==> src/rtl/imem_loader_if.sv <==
// imem_loader_if: byte-stream input and imem write port of the instruction-memory loader.
// Revision: 1.0
`default_nettype none

interface imem_loader_if;
  logic        in_valid;
  logic [7:0]  in_data;
  logic        in_ready;
  logic        wr_en;
  logic [31:0] wr_addr;
  logic [31:0] wr_data;

  // master = loader (drives the write port), slave = stream source / memory side
  modport master (
    input  in_valid, in_data,
    output in_ready, wr_en, wr_addr, wr_data
  );

  modport slave (
    output in_valid, in_data,
    input  in_ready, wr_en, wr_addr, wr_data
  );
endinterface

`default_nettype wire

==> src/rtl/imem_loader.sv <==
// imem_loader: loads a length-prefixed little-endian byte stream into instruction memory.
// Optional trailing XOR checksum byte enabled by macro IMEM_LOADER_CHECKSUM_EN. Revision: 1.0
`default_nettype none

module imem_loader #(
  parameter int unsigned DEPTH_WORDS = 256,
  parameter logic [31:0] BASE_ADDR   = 32'h0000_0000
) (
  input  logic          clk,
  input  logic          rst,
  input  logic          start,
  imem_loader_if.master bus,
  output logic          busy,
  output logic          done,
  output logic          err,
  output logic          cpu_hold
);

  typedef enum logic [2:0] {
    IDLE  = 3'd0,
    LEN   = 3'd1,
    DATA  = 3'd2,
    CSUM  = 3'd3,
    DONE  = 3'd4,
    ERROR = 3'd5
  } state_t;

  state_t      state;
  state_t      state_nxt;
  logic        ready;
  logic        accept;
  logic        restart;
  logic        len_phase;
  logic [7:0]  len_lo;
  logic [15:0] len_word;
  logic [1:0]  byte_idx;
  logic [15:0] word_cnt;
  logic [15:0] word_total;
  logic [23:0] partial;
  logic [31:0] next_addr;
  logic        wr_en;
  logic [31:0] wr_addr;
  logic [31:0] wr_data;
`ifdef IMEM_LOADER_CHECKSUM_EN
  logic [7:0]  csum;
`endif

`ifdef IMEM_LOADER_CHECKSUM_EN
  assign ready = (state == LEN) || (state == DATA) || (state == CSUM);
`else
  assign ready = (state == LEN) || (state == DATA);
`endif

  assign accept       = bus.in_valid && ready;
  assign restart      = start && ((state == IDLE) || (state == DONE) || (state == ERROR));
  assign len_word     = {bus.in_data, len_lo};
  assign bus.in_ready = ready;
  assign bus.wr_en    = wr_en;
  assign bus.wr_addr  = wr_addr;
  assign bus.wr_data  = wr_data;

  always_ff @(posedge clk or posedge rst) begin
    if (rst) begin
      state <= IDLE;
    end else begin
      state <= state_nxt;
    end
  end

  always_comb begin
    state_nxt = state;
    busy      = 1'b0;
    done      = 1'b0;
    err       = 1'b0;
    cpu_hold  = 1'b1;
    case (state)
      IDLE: begin
        if (start) state_nxt = LEN;
      end
      LEN: begin
        busy = 1'b1;
        if (accept && len_phase) begin
          if (len_word == 16'd0)
            state_nxt = CSUM;
          else if ({16'd0, len_word} > DEPTH_WORDS)
            state_nxt = ERROR;
          else
            state_nxt = DATA;
        end
      end
      DATA: begin
        busy = 1'b1;
        if (accept && (byte_idx == 2'd3) && (word_cnt + 16'd1 == word_total))
          state_nxt = CSUM;
      end
      CSUM: begin
        busy = 1'b1;
`ifdef IMEM_LOADER_CHECKSUM_EN
        if (accept) state_nxt = (bus.in_data == csum) ? DONE : ERROR;
`else
        state_nxt = DONE;
`endif
      end
      DONE: begin
        done     = 1'b1;
        cpu_hold = 1'b0;
        if (start) state_nxt = LEN;
      end
      ERROR: begin
        err = 1'b1;
        if (start) state_nxt = LEN;
      end
      default: state_nxt = IDLE;
    endcase
  end

  always_ff @(posedge clk or posedge rst) begin
    if (rst) begin
      len_phase  <= 1'b0;
      len_lo     <= 8'd0;
      byte_idx   <= 2'd0;
      word_cnt   <= 16'd0;
      word_total <= 16'd0;
      partial    <= 24'd0;
      next_addr  <= BASE_ADDR;
      wr_en      <= 1'b0;
      wr_addr    <= BASE_ADDR;
      wr_data    <= 32'd0;
`ifdef IMEM_LOADER_CHECKSUM_EN
      csum       <= 8'd0;
`endif
    end else begin
      wr_en <= 1'b0;
      if (restart) begin
        len_phase  <= 1'b0;
        byte_idx   <= 2'd0;
        word_cnt   <= 16'd0;
        word_total <= 16'd0;
        next_addr  <= BASE_ADDR;
`ifdef IMEM_LOADER_CHECKSUM_EN
        csum       <= 8'd0;
`endif
      end
      if (accept) begin
        case (state)
          LEN: begin
            if (!len_phase) begin
              len_lo    <= bus.in_data;
              len_phase <= 1'b1;
            end else begin
              word_total <= len_word;
            end
          end
          DATA: begin
`ifdef IMEM_LOADER_CHECKSUM_EN
            csum <= csum ^ bus.in_data;
`endif
            byte_idx <= byte_idx + 2'd1;
            // The write is registered here so it lands the cycle after the 4th byte.
            if (byte_idx == 2'd3) begin
              wr_en     <= 1'b1;
              wr_addr   <= next_addr;
              wr_data   <= {bus.in_data, partial};
              next_addr <= next_addr + 32'd4;
              word_cnt  <= word_cnt + 16'd1;
            end else begin
              case (byte_idx)
                2'd0:    partial[7:0]   <= bus.in_data;
                2'd1:    partial[15:8]  <= bus.in_data;
                default: partial[23:16] <= bus.in_data;
              endcase
            end
          end
          default: ;
        endcase
      end
    end
  end

endmodule

`default_nettype wire

==> src/flat_wrapper.sv <==
// flat-port wrapper written by rule: the top's interface ports become plain ports
module imem_loader_flat 
#(
  parameter int unsigned DEPTH_WORDS = 256,
  parameter logic [31:0] BASE_ADDR   = 32'h0000_0000
)
  (clk, rst, start, busy, done, err, cpu_hold, bus_in_valid, bus_in_data, bus_in_ready, bus_wr_en, bus_wr_addr, bus_wr_data);
  imem_loader_if bus_i ();
  input  logic clk;
  input  logic rst;
  input  logic start;
  output logic busy;
  output logic done;
  output logic err;
  output logic cpu_hold;
  input wire logic [$bits(bus_i.in_valid)-1:0] bus_in_valid;
  input wire logic [$bits(bus_i.in_data)-1:0] bus_in_data;
  output wire logic [$bits(bus_i.in_ready)-1:0] bus_in_ready;
  output wire logic [$bits(bus_i.wr_en)-1:0] bus_wr_en;
  output wire logic [$bits(bus_i.wr_addr)-1:0] bus_wr_addr;
  output wire logic [$bits(bus_i.wr_data)-1:0] bus_wr_data;
  assign bus_i.in_valid = bus_in_valid;
  assign bus_i.in_data = bus_in_data;
  assign bus_in_ready = bus_i.in_ready;
  assign bus_wr_en = bus_i.wr_en;
  assign bus_wr_addr = bus_i.wr_addr;
  assign bus_wr_data = bus_i.wr_data;
  imem_loader #(.DEPTH_WORDS(DEPTH_WORDS), .BASE_ADDR(BASE_ADDR)) u_core (.clk(clk), .rst(rst), .start(start), .bus(bus_i), .busy(busy), .done(done), .err(err), .cpu_hold(cpu_hold));
endmodule
==> config.mk <==
export PLATFORM = sky130hd
export DESIGN_NAME = imem_loader_flat
export DESIGN_NICKNAME = d
export VERILOG_FILES = /design/src/rtl/imem_loader_if.sv /design/src/rtl/imem_loader.sv /design/src/flat_wrapper.sv
export SDC_FILE = /design/constraint.sdc
export NUM_CORES = 1
export LEC_CHECK = 0
export CORE_MARGIN = 2
export CORE_UTILIZATION = 45
export DETAILED_ROUTE_END_ITERATION = 8
export PLACE_DENSITY = 0.65
export SLEW_MARGIN = 30
export SYNTH_ARGS = -nofsm -noshare
export SYNTH_HDL_FRONTEND = slang
export SYNTH_SLANG_ARGS = --single-unit
==> constraint.sdc <==
create_clock -name clk -period 18.6 [get_ports clk]
set_clock_uncertainty 0.2 [all_clocks]
set_input_delay 3.72 -clock clk [delete_from_list [all_inputs] [get_ports clk]]
set_output_delay 3.72 -clock clk [all_outputs]
set_load 0.01 [all_outputs]
Yosys cells after proc, flatten, opt, wreduce, memory -nomap -nowiden

Cells that the tools add are included.

Equality and inequality tests: 11
Muxes and demuxes: 32
Reduce and logical (&&, ||, !) cells: 20
Add/subtract/negate cells: 3
Magnitude comparators: 1
Bitwise gates (word level): 3

Operators by type and width:

| cell                                                                  | number |
|---|---|
| 16-bit two-way mux                                                    | 8 |
| 32-bit two-way mux                                                    | 4 |
| 32-bit by 3-bit adder with 32-bit output, second input constant       | 1 |
| 16-bit by 1-bit adder with 16-bit output, second input constant       | 1 |
| 16-bit equality test                                                  | 1 |
| 16-bit by 9-bit > comparator with 1-bit output, second input constant | 1 |
| 16-bit zero test                                                      | 1 |
| 3-bit two-way mux                                                     | 5 |
| 3-bit one-hot mux with 4 select lines                                 | 1 |
| 4-bit AND reduction                                                   | 3 |
| 1-bit two-way mux                                                     | 11 |
| 3-bit AND reduction                                                   | 3 |
| 3-bit by 2-bit equality test with 1-bit output, second input constant | 2 |
| 3-bit equality test, second input constant                            | 2 |
| 2-bit two-way mux                                                     | 3 |
| 3-bit OR reduction                                                    | 2 |
| 1-bit logical AND                                                     | 5 |
| 2-bit != test, second input constant                                  | 2 |
| 3-bit by 1-bit equality test with 1-bit output, second input constant | 1 |
| 3-bit zero test                                                       | 1 |
| 1-bit logical OR                                                      | 3 |
| 1-bit NOT                                                             | 3 |
| 2-bit by 1-bit adder with 2-bit output, second input constant         | 1 |
| 2-bit by 1-bit equality test with 1-bit output, second input constant | 1 |
| 4 further kinds                                                       | 4 |

Logic and storage cells: 83
Register bits after elaboration: 167
Input bits: 12
Output and inout bits: 70

Longest topological paths before layout

Depth after elaboration: 8
Mapped depth: 8
Depth with buffers taken out: 6

Worst setup path after synthesis

Ideal clock, no wire load.

Path type: input port to flip-flop
From: input port bus_in_valid
To: register u_core.next_addr[31]
Buffers on the path: 0
Stages: 6
Arrival: 4.717 ns
Path slack: 13.548 ns
Data required time: 18.264 ns
Library setup time: 0.136 ns
Cell sequence: and4bb_2 -> nand2_2 -> inv_2 -> nand4_1 -> o311ai_1 -> o41ai_1

Cells in the longest elaborated chain, start to end: 2

Ends and longest elaborated chain:

| what                   | RTL line           | text |
|---|---|---|
| start: declaration     | flat_wrapper.sv:16 | `input wire logic [$bits(bus_i.in_valid)-1:0] bus_in_valid;` |
| 1-bit logical AND      | imem_loader.sv:54  | `assign accept = bus.in_valid && ready;` |
| 32-bit two-way mux     | imem_loader.sv:144 | `if (accept) begin` |
| end signal: assignment | imem_loader.sv:164 | `next_addr <= next_addr + 32'd4;` |
| end: declaration       | imem_loader.sv:40  | `logic [31:0] next_addr;` |

No other way between the ends.
A chain may end at the register's enable or synchronous reset.

Worst setup path after layout

Same ends and word-level chain as after synthesis.

==> metrics.md <==
| Metric | Value |
|---|---|
| Multi-input gate area | 3310 µm² |
| Worst Max-Slew Pin Slew | 0.917 ns |
| Main combinational cell family by area after synthesis | simple AND/OR/NAND/NOR gates |
| Number of CTS-inserted buffers | 17 |
| DR vias/cell | 5.40 |
| # IOs | 82 |
| Final instance area | 9280 µm² |
| Mapped Area | 7750 µm² |
| Horiz. Die Dim | 135 µm |
| Die area | 18300 µm² |
| Area grow syn2layout | 19.8% |
| Synthesized flop and latch total | 167 |
| Most used DFF post-synth | dfrtp_1 |
| CTS max path bufs | 2 |
| Critical path's top delay family | buffers and inverters |
| Final Util | 55.6% |
| Commonest cells after routing, fill and taps aside | 263 x nand2_1, 167 x dfrtp_1, 81 x clkdlybuf4s50_1 |
| Power Total | 898 µW |
| Adder-Cell Fraction of Synth Area | 1.10% |
| H-tree Lvls | 4 |
| Postcts setup bufs | 0 |
| Routability cong. | 0.803 |
| Antenna Cells | 0 |
| Antenna violations before repair | 0 |
| Max-cap violations | 0 |
| Async SR Flop Fraction | 100% |
| Dpl cell area | 8650 µm² |
| Hold crit path type | flop to flop |
| Detailed Place HPWL | 11.6 mm |
| Commonest non-fill, non-tap cell in the layout | nand2_1 |
| Core outline area | 16700 µm² |
| Clk Latency, worst-skew pair | 0.42 ns |
| Syn. warnings | 0 |
| CTS Sinks | 167 |
| Nets | 876 |
| Crit path cell chain | clkdlybuf4s50_1 -> and4bb_2 -> nand2_2 -> inv_2 -> buf_4 -> nand4_1 -> o311ai_1 -> o41ai_1 |
| Max-slew violations | 0 |
| RSZ-0062 raised after global routing | false |
| Post-synth EDFFs | 0 |
| R2R setup slack | 15.35 ns |
| First-pass GRT wire length | 29.8 mm |
| Fillcell total | 1447 |
| Crit path time final | 6.52 ns |
| Xor/xnor share of the synthesized area | 2.94% |
| Average wire per standard cell | 16.0 µm |
| Hold Vio Cnt, Final | 0 |
| CP max stage cell | clkdlybuf4s50_1 |
| CTS tree | built |
| Starting Density | 46.4% |
| Drt drc | 0 |
| FF+latch area | 4180 µm² |
| TritonRoute pass-1 iters | 8 |
| Total GRT Usage | 20.6% |
| Grt ovf | 0 |
| Max VDD drop | 0.0000667 V |
| DRT iter0 DRCs | 539 |
| Cts hold-fix bufs | 0 |
| Peak Freq | 0.153 GHz |
| Simple-gate share of the synthesized area | 24.2% |
| Status | completed |
| Synthesized Nets | 816 |
| Final Hold Slack | 0.267 ns |
| Fin crit share | 35.0% |
| Largest net degree at the start of global routing | 91 |
| Syn Inst Count | 798 |
| Met2 Routed Length | 8.45 mm |
| Reg clk slew, reported paths | 0.06 ns |
| Synth Area in Compound Gates | 8.81% |
| Routed Antenna Nets | 0 |
| Post-synthesis sequential area ratio | 53.9% |
| WL final | 17.5 mm |
| Number of global-route vias before repair | 5903 |
| Setup TNS | 0 ns |
| Post-synthesis mux area share | 5.70% |
| Port bufs | 81 |
| Worst setup EP type | flop |
| Crit path kind | input port to flop |
| Cell variety after synth | 71 |
| M1 WL | 8.10 mm |
| Via count | 5889 |
| Worst path required time | 18.70 ns |
| Arr. time, crit path | 6.62 ns |
| PostCTS Resize Cnt | 0 |
| Row cnt | 47 |
| Crit path max fanout | 42 |
| Worst path bufs/invs | 3 |
| DIE HEIGHT | 135 µm |
| P per Cell Area | 96.7 nW/µm² |
| Layout cells sized above 1 | 10.9% |
| Setup Viol. Count Final | 0 |
| Max layer used | met4 |
| Avg Synthesized Cell Area | 9.71 µm² |
| Wire length on met3 | 663 µm |
| Clk root buf | clkbuf_16 |
| Crit path launch type | input port |
| Relative slew slack | 38.8% |
| Max stage delay on crit path | 0.59 ns |
| Leak | 0.00435 µW |
==> registers in the layout (all words and copies together) (netlist names) <==
signal              count
u_core.bus.wr_addr     32
u_core.bus.wr_data     32
u_core.bus.wr_en        1
u_core.byte_idx         2
u_core.len_lo           8
u_core.len_phase        1
u_core.next_addr       32
u_core.partial         24
u_core.state            3
u_core.word_cnt        16
u_core.word_total      16
==> worst register-to-register path, delay by kind of cell, from the launching register on <==
family / cells / cell delay (ns)
flops: 1 / 0.58
simple gates: 3 / 0.89
compound gates: 2 / 0.43
buf+inv: 2 / 1.02
==> where the power goes <==
part | switching [µW] | internal (µW)
clock | 155 | 219
combinational | 64.0 | 48.0
sequential | 24.1 | 388
==> synthesized netlist by cell type, types with 8 or more instances <==
| library cell | number | area, µm² |
|---|---|---|
| nand4_1 | 13 | 81.3 |
| dfrtp_1 | 167 | 4180 |
| nand3_1 | 21 | 105 |
| nor3_1 | 9 | 45.0 |
| o31ai_1 | 17 | 128 |
| buf_2 | 20 | 100 |
| buf_4 | 8 | 60.1 |
| xnor2_1 | 17 | 149 |
| o21ai_0 | 49 | 245 |
| mux2_2 | 33 | 372 |
| inv_1 | 9 | 33.8 |
| nand2_1 | 263 | 987 |
| nor2_1 | 27 | 101 |
| clkbuf_1 | 15 | 56.3 |
| xor2_1 | 9 | 78.8 |
| o211ai_1 | 9 | 67.6 |
==> metal layers <==
metal / global-route usage, % / up-vias
met3: 3.63 / 24
met1: 27.8 / 2895
met5: 0 / -
met2: 33.6 / 125
met4: 7.87 / 0
li1: - / 2845
==> per-stage QoR <==
| step | setup WS, ns | std cells |
|---|---|---|
| after floorplan | 10.16 | 798 |
| after global placement | 11.74 | 1059 |
| after detailed placement | 11.63 | 1059 |
| after CTS | 12.09 | 1091 |
| after global routing | 11.83 | 1091 |
| final | 12.08 | 1091 |
==> area by class of cell <==
class                   count  area share [%]
flip-flops and latches    167            45.0
multi-input cells         577            35.7
repair buffers             85            9.10
clock buffers              18            4.73
well taps                 220            2.96
clock inverters            14            2.06
inverters                  10           0.458
==> kinds of logic (layout without fill, tap and decap cells) <==
kind of cell    after synthesis  count (layout)
compound gates              106             106
xor+xnor                     26              26
fa+ha+maj                     7               7
buf+inv                      54             127
flops                       167             167
mux                          40              40
simple gates                398             398
==> final timing paths <==
| check | to | depth (start not counted) | from |
|---|---|---|---|
| worst max-delay path | u_core.next_addr[31]$_DFF_PP0_ | 8 | bus_in_valid |
| worst min-delay path | u_core.bus.wr_data[11]$_DFFE_PP0P_ | 2 | u_core.partial[11]$_DFFE_PP0P_ |
| worst max register to register | u_core.next_addr[31]$_DFF_PP0_ | 7 | u_core.state[1]$_DFFE_PP0P_ |
| worst min register to register | u_core.bus.wr_data[11]$_DFFE_PP0P_ | 2 | u_core.partial[11]$_DFFE_PP0P_ |
| max in group asynchronous | u_core.partial[13]$_DFFE_PP0P_ | 3 | rst |
| min in group asynchronous | u_core.word_cnt[13]$_DFF_PP0_ | 2 | rst |
No activity file was read; power rests on OpenSTA's default activity.
